`src/rtl/hex_scan_display.sv`:
```
// hex_scan_display: time-multiplexed, double-buffered hex driver for a
// common-anode seven-segment bank. New data is committed to the displayed
// (active) buffer only at scan wrap, so a frame never mixes old and new digits.
// Optional feature: define HEX_SCAN_DIM_EN to add a dim_i[3:0] brightness input
// that shortens the lit portion of each digit slot.
module hex_scan_display #(
  parameter int DIGITS   = 8,
  parameter int SCAN_DIV = 1024
) (
  input  logic                  clk,
  input  logic                  reset,
  input  logic [4*DIGITS-1:0]   data_i,
  input  logic [DIGITS-1:0]     dp_i,
  input  logic [DIGITS-1:0]     blank_i,
  input  logic                  load_i,
`ifdef HEX_SCAN_DIM_EN
  input  logic [3:0]            dim_i,
`endif
  output logic [6:0]            HEX,
  output logic                  DP,
  output logic [DIGITS-1:0]     AN,
  output logic                  frame_o
);

  localparam int PW = (SCAN_DIV > 1) ? $clog2(SCAN_DIV) : 1;
  localparam int IW = (DIGITS > 1) ? $clog2(DIGITS) : 1;
  localparam logic [PW-1:0] PRE_LAST   = PW'(SCAN_DIV - 1);
  localparam logic [PW-1:0] PRE_PENULT = PW'(SCAN_DIV - 2);
  localparam logic [IW-1:0] IDX_LAST   = IW'(DIGITS - 1);

  logic [PW-1:0]         presc_reg;
  logic [IW-1:0]         idx_reg;
  logic [4*DIGITS-1:0]   act_data_reg, pend_data_reg;
  logic [DIGITS-1:0]     act_dp_reg, pend_dp_reg;
  logic [DIGITS-1:0]     act_blank_reg, pend_blank_reg;
  logic                  pend_v_reg;
  logic [6:0]            hex_reg;
  logic                  dp_reg;
  logic [DIGITS-1:0]     an_reg;
  logic                  frame_reg;

  logic                  tick, wrap, pre_wrap, lit;
  logic [3:0]            nib;
  logic [6:0]            hex_next;
  logic [DIGITS-1:0]     an_next;

  // Active-low {g,f,e,d,c,b,a} pattern for one hex nibble.
  function automatic logic [6:0] seg_decode(input logic [3:0] n);
    case (n)
      4'h0: return 7'b1000000;
      4'h1: return 7'b1111001;
      4'h2: return 7'b0100100;
      4'h3: return 7'b0110000;
      4'h4: return 7'b0011001;
      4'h5: return 7'b0010010;
      4'h6: return 7'b0000010;
      4'h7: return 7'b1111000;
      4'h8: return 7'b0000000;
      4'h9: return 7'b0010000;
      4'hA: return 7'b0001000;
      4'hB: return 7'b0000011;
      4'hC: return 7'b1000110;
      4'hD: return 7'b0100001;
      4'hE: return 7'b0000110;
      default: return 7'b0001110;
    endcase
  endfunction

  assign tick     = (presc_reg == PRE_LAST);
  assign wrap     = tick && (idx_reg == IDX_LAST);
  // One cycle ahead of wrap, so the registered frame_o lines up with wrap.
  assign pre_wrap = (presc_reg == PRE_PENULT) && (idx_reg == IDX_LAST);

`ifdef HEX_SCAN_DIM_EN
  logic [3:0]  dim_reg;
  logic [31:0] dim_thr;

  // Brightness level is held constant for a whole slot, refreshed on each tick.
  always_ff @(posedge clk or negedge reset) begin
    if (!reset)    dim_reg <= 4'hF;
    else if (tick) dim_reg <= dim_i;
  end

  assign dim_thr = ((32'(dim_reg) + 32'd1) * 32'(SCAN_DIV)) >> 4;
  assign lit     = (32'(presc_reg) < dim_thr);
`else
  assign lit = 1'b1;
`endif

  // Prescaler and digit index: idx advances once per SCAN_DIV cycles.
  always_ff @(posedge clk or negedge reset) begin
    if (!reset) begin
      presc_reg <= '0;
      idx_reg   <= '0;
    end else begin
      presc_reg <= tick ? '0 : presc_reg + 1'b1;
      if (tick) idx_reg <= wrap ? '0 : idx_reg + 1'b1;
    end
  end

  // Double buffer: loads park in pending, commit at wrap; a load on the wrap
  // cycle itself goes straight to active and drops any older pending data.
  always_ff @(posedge clk or negedge reset) begin
    if (!reset) begin
      act_data_reg   <= '0;
      act_dp_reg     <= '0;
      act_blank_reg  <= '0;
      pend_data_reg  <= '0;
      pend_dp_reg    <= '0;
      pend_blank_reg <= '0;
      pend_v_reg     <= 1'b0;
    end else if (wrap) begin
      if (load_i) begin
        act_data_reg  <= data_i;
        act_dp_reg    <= dp_i;
        act_blank_reg <= blank_i;
      end else if (pend_v_reg) begin
        act_data_reg  <= pend_data_reg;
        act_dp_reg    <= pend_dp_reg;
        act_blank_reg <= pend_blank_reg;
      end
      pend_v_reg <= 1'b0;
    end else if (load_i) begin
      pend_data_reg  <= data_i;
      pend_dp_reg    <= dp_i;
      pend_blank_reg <= blank_i;
      pend_v_reg     <= 1'b1;
    end
  end

  // Segment pattern for the digit currently being scanned.
  always_comb begin
    nib      = act_data_reg[{idx_reg, 2'b00} +: 4];
    hex_next = seg_decode(nib);
  end

  // One anode per digit: low only in its own slot, when not blanked and lit.
  genvar gi;
  generate
    for (gi = 0; gi < DIGITS; gi++) begin : g_an
      assign an_next[gi] = ~(lit && (idx_reg == IW'(gi)) && !act_blank_reg[gi]);
    end
  endgenerate

  // Registered pin drivers, one clk behind idx.
  always_ff @(posedge clk or negedge reset) begin
    if (!reset) begin
      an_reg    <= '1;
      hex_reg   <= 7'h7F;
      dp_reg    <= 1'b1;
      frame_reg <= 1'b0;
    end else begin
      an_reg    <= an_next;
      hex_reg   <= hex_next;
      dp_reg    <= ~act_dp_reg[idx_reg];
      frame_reg <= pre_wrap;
    end
  end

  assign AN      = an_reg;
  assign HEX     = hex_reg;
  assign DP      = dp_reg;
  assign frame_o = frame_reg;

endmodule

```
`config.mk`:
```
export PLATFORM = sky130hd
export DESIGN_NAME = hex_scan_display
export DESIGN_NICKNAME = d
export VERILOG_FILES = /design/src/rtl/hex_scan_display.sv
export SDC_FILE = /design/constraint.sdc
export NUM_CORES = 1
export LEC_CHECK = 0
export ABC_AREA = 1
export BUFFER_PORTS_ARGS = -buffer_cell sky130_fd_sc_hd__buf_2
export CELL_PAD_IN_SITES_DETAIL_PLACEMENT = 0
export CELL_PAD_IN_SITES_GLOBAL_PLACEMENT = 1
export CORE_UTILIZATION = 40
export CTS_BUF_LIST = sky130_fd_sc_hd__clkbuf_8
export CTS_CLUSTER_DIAMETER = 120
export DETAILED_ROUTE_END_ITERATION = 8
export HOLD_SLACK_MARGIN = 0.03
export PLACE_DENSITY_LB_ADDON = 0.1
export RECOVER_POWER = 50
export SYNTH_ARGS = -nofsm -noshare
export SYNTH_HDL_FRONTEND = slang
export SYNTH_SLANG_ARGS = --single-unit
```
`constraint.sdc`:
```
create_clock -name clk -period 1.8 [get_ports clk]
set_clock_uncertainty 0.1 [all_clocks]
set_input_delay 0 -clock clk [delete_from_list [all_inputs] [get_ports clk]]
set_output_delay 0 -clock clk [all_outputs]
set_load 0.05 [all_outputs]
```
# == After elaboration in Yosys (flattened, before gate mapping) ==
# Memory sizes are Yosys's and may differ from the RTL's. A register that Yosys moved wholly into a read port is not among the register bits.
# Index checks and enable logic that the tools add are counted.
# Widths: inputs -> output; s select.
# totals
regBits,120
elab_cells,72
romBits,112
inputBits,51
output_inout_bits,17
mem_count,1
# memory_table
name,depth,width,rd,rd_clocked_by_memory_dff,write_ports,line,rtl
(no name shown),16,7,1,1,0,49,case (n)
# op_classes
addsub,2
reduce_logical,24
bitwise_logic,10
n_lt_le_gt_ge,1
n_mux,12
shifts,1
n_eq_ne,9
# ops
op,n
$mux 32,2
$mux 8,4
$shiftx 32x6->4,1
$eq 10x10->1 const B,2
$eq 3x3->1 const B,4
$add 10x1->10 const B,1
$logic_and 1x1->1,10
$mux 10,1
$not 1->1,10
$logic_not 1->1,9
$eq 3x2->1 const B,2
$lt 3x4->1 const B,1
$reduce_and 2->1,2
$reduce_bool 2->1,2
$add 3x1->3 const B,1
$bmux 1 s3,1
$eq 3x1->1 const B,1
$logic_not 3->1,1
$mux 1,3
$mux 3,1

# == Longest topological paths before layout ==
# Gate-level depths: netlist (run 1).
# logic_depth
word_depth,4
mapped_depth,13
mapped_depth_nobuf,12

# == Least setup slack after synthesis (run 1) ==
# Ideal clock, no wire load.
# synth_path
path_type,register -> register
from,reg idx_reg[0]
to,reg hex_reg[5] (netlist: HEX[5])
stages_incl_launch_ff,13
required_ns,1.624
arrival_ns,1.695
period_less_slack_ns,1.872
setup_slack_ns,-0.072
setup_ns,0.076
path_buffers,1
cell_sequence,dfrtp_1 inv_1 clkbuf_1 nand2_1 nand3_1 nand3_1 nand2_1 inv_1 ha_1 nand3_1 nand2_1 nand2_1 nand2_1
# synth_between
elab_chain_len,1
# synth_rtl
element,line,rtl
start: declaration,32,logic [IW-1:0] idx_reg;
start signal: assignment,97,if (tick) idx_reg <= wrap ? '0 : idx_reg + 1'b1;
$shiftx 32x6->4,133,"nib = act_data_reg[{idx_reg, 2'b00} +: 4];"
end: declaration,37,logic [6:0] hex_reg;
# Every way passes these cells.
# A chain may end at the register's enable or synchronous reset.

# == Final worst setup path (run 1) ==
# layout_path
from,reg presc_reg[1]
to,reg pend_blank_reg[3]
# layout_between
elab_chain_len,4
# layout_rtl
element,line,rtl
start: declaration,31,logic [PW-1:0] presc_reg;
start signal: assignment,96,presc_reg <= tick ? '0 : presc_reg + 1'b1;
$eq 10x10->1,69,assign tick = (presc_reg == PRE_LAST);
$logic_and 1x1->1,70,assign wrap = tick && (idx_reg == IDX_LAST);
$not 1->1 (no source line),n/a,
$reduce_and 2->1 (no source line),n/a,
end signal: assignment,126,pend_blank_reg <= blank_i;
end: declaration,35,"logic [DIGITS-1:0] act_blank_reg, pend_blank_reg;"
# Every way passes these cells.

==> results of run 1 <==
==> worst paths after layout <==
| path | from | endpoint | slack (ns) |
|---|---|---|---|
| setup / recovery | presc_reg[1]$_DFF_PN0_ | pend_blank_reg[3]$_DFFE_PN0P_ | 0.04 |
| hold / removal | data_i[6] | pend_data_reg[6]$_DFFE_PN0P_ | 0.25 |
| setup reg to reg | presc_reg[1]$_DFF_PN0_ | pend_blank_reg[3]$_DFFE_PN0P_ | 0.04 |
| hold reg to reg | act_blank_reg[0]$_DFFE_PN0P_ | AN[0]$_DFF_PN1_ | 0.37 |
| max in group asynchronous | reset | DP$_DFF_PN1_ | 0.39 |
| min in group asynchronous | reset | frame_o$_DFF_PN0_ | 0.49 |
==> worst max-delay path: cells and delay by family (launching register included) <==
family,cells,cell delay [ns]
AND/OR/NAND/NOR,3,0.26
AO/OA/AOI/OAI,2,0.25
flip-flops,1,0.39
adder cells (fa/ha/maj),1,0.22
buffers and inverters,3,0.44
==> layout by cell type, fill, tap and decap left out, types with 3 or more instances in the layout <==
cell type / instances
inv_1: 92
dfrtp_1: 110
buf_2: 65
nand2_1: 188
nand2_2: 40
nor2_1: 10
o21ai_0: 64
nand3_1: 29
xor2_1: 4
nand3_2: 8
buf_8: 3
buf_6: 7
clkbuf_8: 17
nor3_1: 3
o21ai_2: 41
inv_2: 4
ha_1: 6
clkbuf_16: 7
clkinv_2: 5
nand2_4: 11
dlygate4sd3_1: 51
ha_2: 6
buf_12: 13
o21ai_1: 46
a21oi_1: 3
buf_4: 36
nand3b_1: 5
dfstp_2: 16
==> per-layer routing <==
metal | global-route usage (%) | vias to the layer above | share of wire, %
met5 | 0 | - | 0
met4 | 6.78 | 0 | 1.2
met3 | 4.88 | 20 | 3.1
met2 | 30.0 | 85 | 47
met1 | 25.4 | 2530 | 49
li1 | - | 2663 | -
==> synthesized netlist by cell type, types with 11 or more instances <==
cell and instances:
inv_1 91, o21ai_1 40, dfrtp_1 111, nor2_1 11, nand3_1 36, nand2_1 195
dfstp_2 16, ha_1 14, buf_2 11, nand2_2 43, o21ai_2 40, clkbuf_1 14
o21ai_0 71
==> repair_timing <==
item / 4_1_cts / 5_1_grt
hold buffers: 51 / 0
pin swaps: 1 / 13
gates resized for setup: 7 / 58
setup buffers: 4 / 14
hold endpoints to repair: 222 / 0
setup endpoints to repair: 38 / 102
cloned: 0 / 8
==> kinds of logic after synthesis <==
family / count (synthesis) / share of synthesized area (%)
and+or+nand+nor: 300 / 21.1
AOI/OAI and AO/OA: 158 / 15.2
buffers and inverters: 132 / 9.78
DFF: 127 / 50.5
adders and majority gates: 14 / 2.77
xor gates and xnor gates: 5 / 0.691
==> power breakdown <==
part / leakage, nW / switching (mW) / internal (mW)
Combinational: 2.38 / 0.321 / 0.325
Clock: 0.206 / 1.09 / 1.18
Sequential: 1.61 / 0.0655 / 2.95
==> layout make-up <==
class / instances / area [um^2]
Timing Repair Buffer: 184 / 1680
Clock inverter: 14 / 116
Multi-Input combinational cell: 477 / 2670
Inverter: 93 / 358
Sequential cell: 127 / 3200
Clock buffer: 17 / 234
Fill cell: 1446 / 6800
Tap cell: 211 / 264
==> metrics.yaml, run 1 <==
route:
  dr.pass1.iters: 5
  ant_nets: 0
  via_per_inst: 4.72
  drt-total-wl_um: 15200
  drtIter0Drc: 311
  wl_per_cell_um: 13.6
  dr_total_vias: 5298
  drc: 0
yosys:
  ys_types: 31
  synthTopCellsByArea: "dfrtp_1 (44%), nand2_1 (12%), dfstp_2 (6.6%)"
  yosysTopAreaCellShare_pct: 43.9
  synth_top_area_cell: "dfrtp_1"
  async_flop_share_pct: 100
  ys_seq_area_share_pct: 50.5
  syn_area_um2: 6330
  synth_seq_cells: 127
  syn_inst: 736
  synth_ff_type: "dfrtp_1"
  synth_warnings: 0
  avgSynthCellArea_um2: 8.61
  synth_nets: 801
  synth-edff-count: 0
place:
  dp.cells: 1015
  io_buffers: 67
  place_area_um2: 7100
  post-dp-hpwl_um: 9710
  globalplace.congestion: 0.810
  place_ws_ns: -0.0983
power_and_ir_drop:
  power.total_mw: 5.93
  vdd_drop_max_mv: 0.422
  leakagePower_nw: 4.20
  powerDensity_nw_per_um2: 697
cts:
  cts_buffer_depth: 2
  cts_buffers: 17
  clkLatencyLatePin_ns: 0.45
  cts_root_buffer: "clkbuf_8"
  clock-sinks: 127
  htreeDepth: 4
  cts.clk_slew.worst_paths_ns: 0.07
  tritoncts: "done"
timing:
  slew_headroom_pct: 60.6
  slew_viol_final: 0
  worstMarginPinSlew_ns: 0.593
  fin_crit_sh_pct: 98.0
  whs_ns: 0.247
  fmax_ghz: 0.567
  rsz0062_at_grt: "true"
  setup-tns-final_ns: 0
  setup-violations-final: 0
  period_minus_slack_ns: 1.76
  hold_violations: 0
  setup_ws_ns: 0.0367
final_layout:
  drive_gt1_share_pct: 32.3
  fin_nets: 965
  stdcell_count: 1123
  fin_util_pct: 55.6
  design_area_um2: 8510
  syn_to_final_growth_pct: 34.4
  num_antenna_cells: 0
job:
  maxCapViolCount: 0
die:
  fp-row-count: 45
  die_h_um: 128
  start_util_pct: 41.4
  fp.dieArea_um2: 16300
  coreArea_um2: 15300
  dieWidth_um: 128
  ioPinCount: 68
global_routing:
  grt_pass1_wl_um: 24100
  grt_max_degree: 55
  track_usage_pct: 19.0
  grt_pass1_vias: 4980
  antenna_found_initial: 0
  overflow: 0
critical_path:
  cp-end-kind: "flip-flop"
  rr_worst_depth: 9
  cp-start-kind: "flip-flop"
  worstPathArrival_ns: 2.01
  worst-setup-path-type: "reg2reg"
  critical-path-slowest-cell: "dfrtp_1"
  crit_path_max_fanout: 5
  slowest_delay_ns: 0.39
  crit_chain: "ha_2 -> nand2_4 -> nor2_4 -> nand2_4 -> o21ai_4 -> buf_12 -> buf_12 -> clkbuf_16 -> o21ai_2"
  worst_ep_required_time_ns: 2.04
min_path:
  hold_class: "in2reg"
  whs_path_depth: 4
status:
  status: "complete, no violations"
(Power assumes the default switching activity.)
==> run 2, diff against run 1 <==
- CTS_BUF_LIST: sky130_fd_sc_hd__clkbuf_8 -> not set
==> metrics.yaml, run 2 (synthesis gave the netlist of run 1 again) <==
cts:
  htreeDepth: 4  # unchanged
  cts.clk_slew.worst_paths_ns: 0.06  # about the same
  cts_buffers: 17  # unchanged
  cts_root_buffer: "clkbuf_16"
  clkLatencyLatePin_ns: 0.41  # -0.04 ns
  tritoncts: "done"
  clock-sinks: 127  # unchanged
  cts_buffer_depth: 2  # unchanged
min_path:
  whs_endpoint: "pend_data_reg[6]$_DFFE_PN0P_"
  min-delay-start: "data_i[6]"
  hold_class: "in2reg"
  whs_path_depth: 4  # unchanged
critical_path:
  rr_worst_depth: 9  # unchanged
  cp-start-kind: "flip-flop"
  critical-path-slowest-cell: "dfrtp_1"
  r2r-end: "pend_blank_reg[4]$_DFFE_PN0P_"
  cp-end-kind: "flip-flop"
  crit_chain: "ha_2 -> nand2_4 -> nor2_4 -> nand2_4 -> o21ai_4 -> buf_12 -> buf_12 -> clkbuf_16 -> o21ai_2"
  crit_path_max_fanout: 5  # unchanged
  worst_ep_required_time_ns: 2.01  # -0.03 ns
  worst-setup-path-type: "reg2reg"
  rrSetupSlack_ns: 0.03  # about the same
  r2r_start: "presc_reg[0]$_DFF_PN0_"
  slowest_delay_ns: 0.38  # about the same
  worstPathArrival_ns: 1.98  # -0.03 ns
die:
  ioPinCount: 68  # unchanged
  start_util_pct: 41.4  # unchanged
  die_h_um: 128  # unchanged
  dieWidth_um: 128  # unchanged
  coreArea_um2: 15300  # unchanged
  fp-row-count: 45  # unchanged
  fp.dieArea_um2: 16300  # unchanged
final_layout:
  drive_gt1_share_pct: 31.9  # -0.41 points
  fin_nets: 961  # -0.41%
  num_antenna_cells: 0  # unchanged
  final_cell_mix: "nand2_1 (189), dfrtp_1 (110), inv_1 (86)"
  syn_to_final_growth_pct: 36.4
  design_area_um2: 8640  # +1.5%
  final_common_cell: "nand2_1"
  fin_util_pct: 56.4  # +0.83 points
  fill_cells: 1430  # -1.1%
timing:
  setup-violations-final: 0  # unchanged
  slew_viol_final: 0  # unchanged
  worstMarginPinSlew_ns: 0.593  # +0.000000596 ns
  setup-tns-final_ns: 0  # unchanged
  slew_headroom_pct: 60.6  # about the same
  rsz0062_at_grt: "true"
  hold_violations: 0  # unchanged
  fmax_ghz: 0.565  # -0.36%
  fin_crit_sh_pct: 98.3  # +0.35 points
  period_minus_slack_ns: 1.77  # +0.00632 ns
global_routing:
  grt_max_degree: 55  # unchanged
  grt_pass1_vias: 5060  # +1.6%
  grt_pass1_wl_um: 24400  # +1.1%
  antenna_found_initial: 0  # unchanged
  overflow: 0  # unchanged
  track_usage_pct: 19.1  # +0.065 points
power_and_ir_drop:
  leakagePower_nw: 4.24  # +0.80%
  powerDensity_nw_per_um2: 795  # +14%
  vdd_drop_max_mv: 0.645  # +53%
route:
  drtIter0Drc: 304  # -2.3%
  dr_total_vias: 5259  # -0.74%
  wl_per_cell_um: 13.7  # +0.61%
  ant_nets: 0  # unchanged
  drt-total-wl_um: 15300  # +0.26%
  via_per_inst: 4.70  # -0.38%
  dr.pass1.iters: 4  # -1
  drc: 0  # unchanged
place:
  place_area_um2: 7100  # unchanged
  io_buffers: 67  # unchanged
  globalplace.congestion: 0.810  # unchanged
  post-dp-hpwl_um: 9710  # unchanged
job:
  maxCapViolCount: 0  # unchanged
status:
  status: "complete, no violations"
==> run 2: cell count changes in the layout (fill, tap and decap cells not counted), moves of 2 or more <==
cell / change
clkbuf_8: -17
clkbuf_16: +16
clkbuf_1: +6
inv_1: -6
buf_8: -2
nand2_4: -2
==> run 2: final cells by class <==
| type | count | area, um^2 | share of cell area [%] |
|---|---|---|---|
| clock buffer | 23 | 448 | 5.18 |
| inverter | 93 | 354 | 4.10 |
| clock inverter | 8 | 93.8 | 1.09 |
| tap | 211 | 264 | 3.06 |
| multi-input combinational | 477 | 2660 | 30.8 |
| timing repair buffer | 180 | 1620 | 18.7 |
| sequential | 127 | 3200 | 37.0 |
==> run 2: timing repair <==
item                       4_1_cts  5_1_grt
pin swaps                        1       14
cloned                           0        7
hold buffers                    51        0
setup endpoints to repair       32      101
setup buffers                    3       12
gates resized for setup          5       55
hold endpoints to repair       222        0
==> run 2: routing by layer <==
metal	vias to the layer above	share of wire (%)	global-route usage, %
li1	2654	-	-
met1	2503	48	25.4
met2	90	48	30.6
met3	12	2.7	4.13
met4	0	1.1	6.99
met5	-	0	0
==> run 2: where the power goes <==
group	total, mW	switching [mW]	internal [mW]
Sequential	3.02	0.0622	2.96
Clock	3.22	1.20	2.02
Combinational	0.632	0.317	0.314
==> run 2: worst max-delay path by stage <==
stage	slack, ns	end	cells past startpoint	start
after floorplan	0.006	HEX[5]$_DFF_PN1_	12	idx_reg[1]$_DFFE_PN0N_
after global placement	-0.009	HEX[6]$_DFF_PN1_	9	idx_reg[0]$_DFFE_PN0N_
after detailed placement	-0.1	HEX[5]$_DFF_PN1_	12	idx_reg[0]$_DFFE_PN0N_
after CTS	-0.01	HEX[5]$_DFF_PN1_	12	idx_reg[0]$_DFFE_PN0N_
after global routing	-0.06	HEX[5]$_DFF_PN1_	13	idx_reg[0]$_DFFE_PN0N_
final	0.03	pend_blank_reg[4]$_DFFE_PN0P_	9	presc_reg[0]$_DFF_PN0_
==> run 2: worst max-delay path, delay by kind of cell (launching register included) <==
family	cells	cell delay, ns
simple gates	3	0.26
flops	1	0.38
fa+ha+maj	1	0.22
compound gates	2	0.26
buf+inv	3	0.43
==> run 2: through the flow <==
stage / hold WS (ns) / std cells / worst slack [ns] / total power [mW]
2_1_floorplan: -0.396 / 736 / 0.00564 / 3.35
3_3_place_gp: -0.0975 / 1015 / -0.00947 / 3.54
3_5_place_dp: -0.0941 / 1015 / -0.0983 / 3.56
4_1_cts: 0.273 / 1100 / -0.0149 / 6.89
5_1_grt: 0.284 / 1119 / -0.0598 / 7.15
6_report: 0.283 / 1119 / 0.0304 / 6.87
==> run 3, diff against run 2 <==
- BUFFER_PORTS_ARGS: -buffer_cell sky130_fd_sc_hd__buf_2 -> not set
- DONT_BUFFER_PORTS: not set -> 1
==> metrics.yaml, run 3 (synthesis gave the netlist of run 1 again) <==
status:
  status: "finished with violations"
  violations: "hold timing"
cts:
  clock-sinks: 127  # unchanged
  cts.clk_slew.worst_paths_ns: 0.05  # about the same
  clkLatencyLatePin_ns: 0.42  # about the same
  ctsHoldBuffers: 64  # +25%
  cts_buffers: 17  # unchanged
  htreeDepth: 4  # unchanged
  cts_buffer_depth: 2  # unchanged
  tritoncts: "done"
  cts_root_buffer: "clkbuf_16"
power_and_ir_drop:
  leakagePower_nw: 4.07  # -3.9%
  p_switching_mw: 1.54  # -2.6%
  p_int_mw: 5.55  # +5.0%
  power.total_mw: 7.09  # +3.2%
  power.clock.fraction_pct: 49.6  # +2.7 points
  vdd_drop_max_mv: 0.637  # -1.2%
  comb_power_share_pct: 7.8  # -1.4 points
  powerDensity_nw_per_um2: 825  # +3.8%
  pwr-share-seq_pct: 42.6  # -1.3 points
  swShare_pct: 21.7  # -1.3 points
timing:
  fmax_ghz: 0.557  # -1.5%
  hold_violations: 127  # +127
  fin_crit_sh_pct: 99.8  # +1.5 points
  slew_viol_final: 0  # unchanged
  period_minus_slack_ns: 1.80  # +0.0270 ns
  rsz0062_at_grt: "true"
  setup-violations-final: 0  # unchanged
  slew_headroom_pct: 26.3  # -34 points
  worstMarginPinSlew_ns: 1.10  # +0.509 ns
  whs_ns: -0.824  # -1.11 ns
  setup-tns-final_ns: 0  # unchanged
final_layout:
  final_common_cell: "nand2_1"
  final_cell_mix: "nand2_1 (183), dfrtp_1 (110), inv_1 (86)"
  fin_nets: 905  # -5.8%
  syn_to_final_growth_pct: 35.6
  num_antenna_cells: 0  # unchanged
  stdcell_count: 1063  # -5.0%
  drive_gt1_share_pct: 27.8  # -4.1 points
route:
  drt-total-wl_um: 16600  # +8.5%
  drc: 0  # unchanged
  dr.pass1.iters: 6  # +2
  wl_per_cell_um: 15.6  # +14%
  drtIter0Drc: 224  # -26%
  ant_nets: 0  # unchanged
  via_per_inst: 4.88  # +3.8%
  dr_total_vias: 5186  # -1.4%
die:
  fp-row-count: 45  # unchanged
  dieWidth_um: 128  # unchanged
  start_util_pct: 41.4  # unchanged
  fp.dieArea_um2: 16300  # unchanged
  ioPinCount: 68  # unchanged
  coreArea_um2: 15300  # unchanged
  die_h_um: 128  # unchanged
global_routing:
  overflow: 0  # unchanged
  track_usage_pct: 20.0  # +0.93 points
  antenna_found_initial: 0  # unchanged
  grt_pass1_wl_um: 25000  # +2.5%
  grt_max_degree: 128  # +130%
  grt_pass1_vias: 4886  # -3.4%
job:
  maxCapViolCount: 0  # unchanged
critical_path:
  critical-path-slowest-cell: "dfrtp_1"
  slowest_delay_ns: 0.37  # about the same
  cp-start-kind: "flip-flop"
  worstPathArrival_ns: 2.00  # +0.02 ns
  crit_buf_inv: 3  # unchanged
  crit_family: "buffers and inverters"
  crit_chain: "nand2_1 -> inv_2 -> nand3_4 -> nor2_4 -> nand2_4 -> o21ai_4 -> clkbuf_16 -> buf_6 -> o21ai_2"
  worst-setup-path-type: "reg2reg"
  worst_ep_required_time_ns: 2.01  # about the same
  rrSetupSlack_ns: 0.003  # -0.03 ns
  cp-end-kind: "flip-flop"
  crit_path_max_fanout: 9  # +4
place:
  dp.cells: 938  # -7.6%
  globalplace.congestion: 0.801  # -1.1%
  io_buffers: 0  # -100%
  post-dp-hpwl_um: 8910  # -8.2%
min_path:
  hold_class: "in2async"
==> run 3: metrics by stage <==
| stage | instance area [um^2] | setup WS [ns] | utilization, % |
|---|---|---|---|
| final | 8590 | 0.00338 | 56.1 |
| after global routing | 8590 | -0.0562 | 56.1 |
| after CTS | 7950 | -0.0320 | 51.9 |
| after detailed placement | 6600 | -0.143 | 43.1 |
| after global placement | 6600 | -0.0992 | 43.1 |
| after floorplan | 6340 | 0.00564 | - |
==> run 3: worst paths after layout <==
path,start,endpoint,depth (start not counted)
max in group asynchronous,reset,DP$_DFF_PN1_,0
worst min-delay path,reset,presc_reg[6]$_DFF_PN0_,0
worst min register to register,act_blank_reg[1]$_DFFE_PN0P_,AN[1]$_DFF_PN1_,1
worst max register to register,presc_reg[5]$_DFF_PN0_,pend_blank_reg[1]$_DFFE_PN0P_,9
min in group clk,load_i,act_data_reg[23]$_DFFE_PN0P_,5
worst max-delay path,presc_reg[5]$_DFF_PN0_,pend_blank_reg[1]$_DFFE_PN0P_,9
==> run 3: power by group through the flow <==
stage	Clock, mW	Combinational, mW	Sequential (mW)
after floorplan	0	0.297	3.05
after CTS	3.59	0.473	3.01
final	3.52	0.555	3.02
after global placement	0	0.301	3.06
after global routing	3.72	0.607	3.03
after detailed placement	0	0.311	3.06
==> run 3: cell type report <==
type,instances,area (um^2)
repair buffers,123,1410
clock inverters,6,105
multi-input cells,478,2760
flip-flops and latches,127,3200
inverters,93,354
fillers,1404,6720
well taps,211,264
clock buffers,25,495
==> run 3: layer usage <==
| layer | GRT usage, % | routed length, um | vias to the layer above |
|---|---|---|---|
| met5 | 0 | 0 | - |
| met4 | 6.23 | 243 | 0 |
| met3 | 4.63 | 407 | 19 |
| met2 | 32.2 | 8100 | 75 |
| met1 | 26.8 | 7820 | 2537 |
| li1 | - | - | 2555 |
==> run 3: timing repair <==
item                       CTS  global route
cloned                       1            16
setup buffers                3            10
resized for setup           12            63
hold endpoints to repair   224           127
setup endpoints to repair   23            84
pin swaps                    1            16
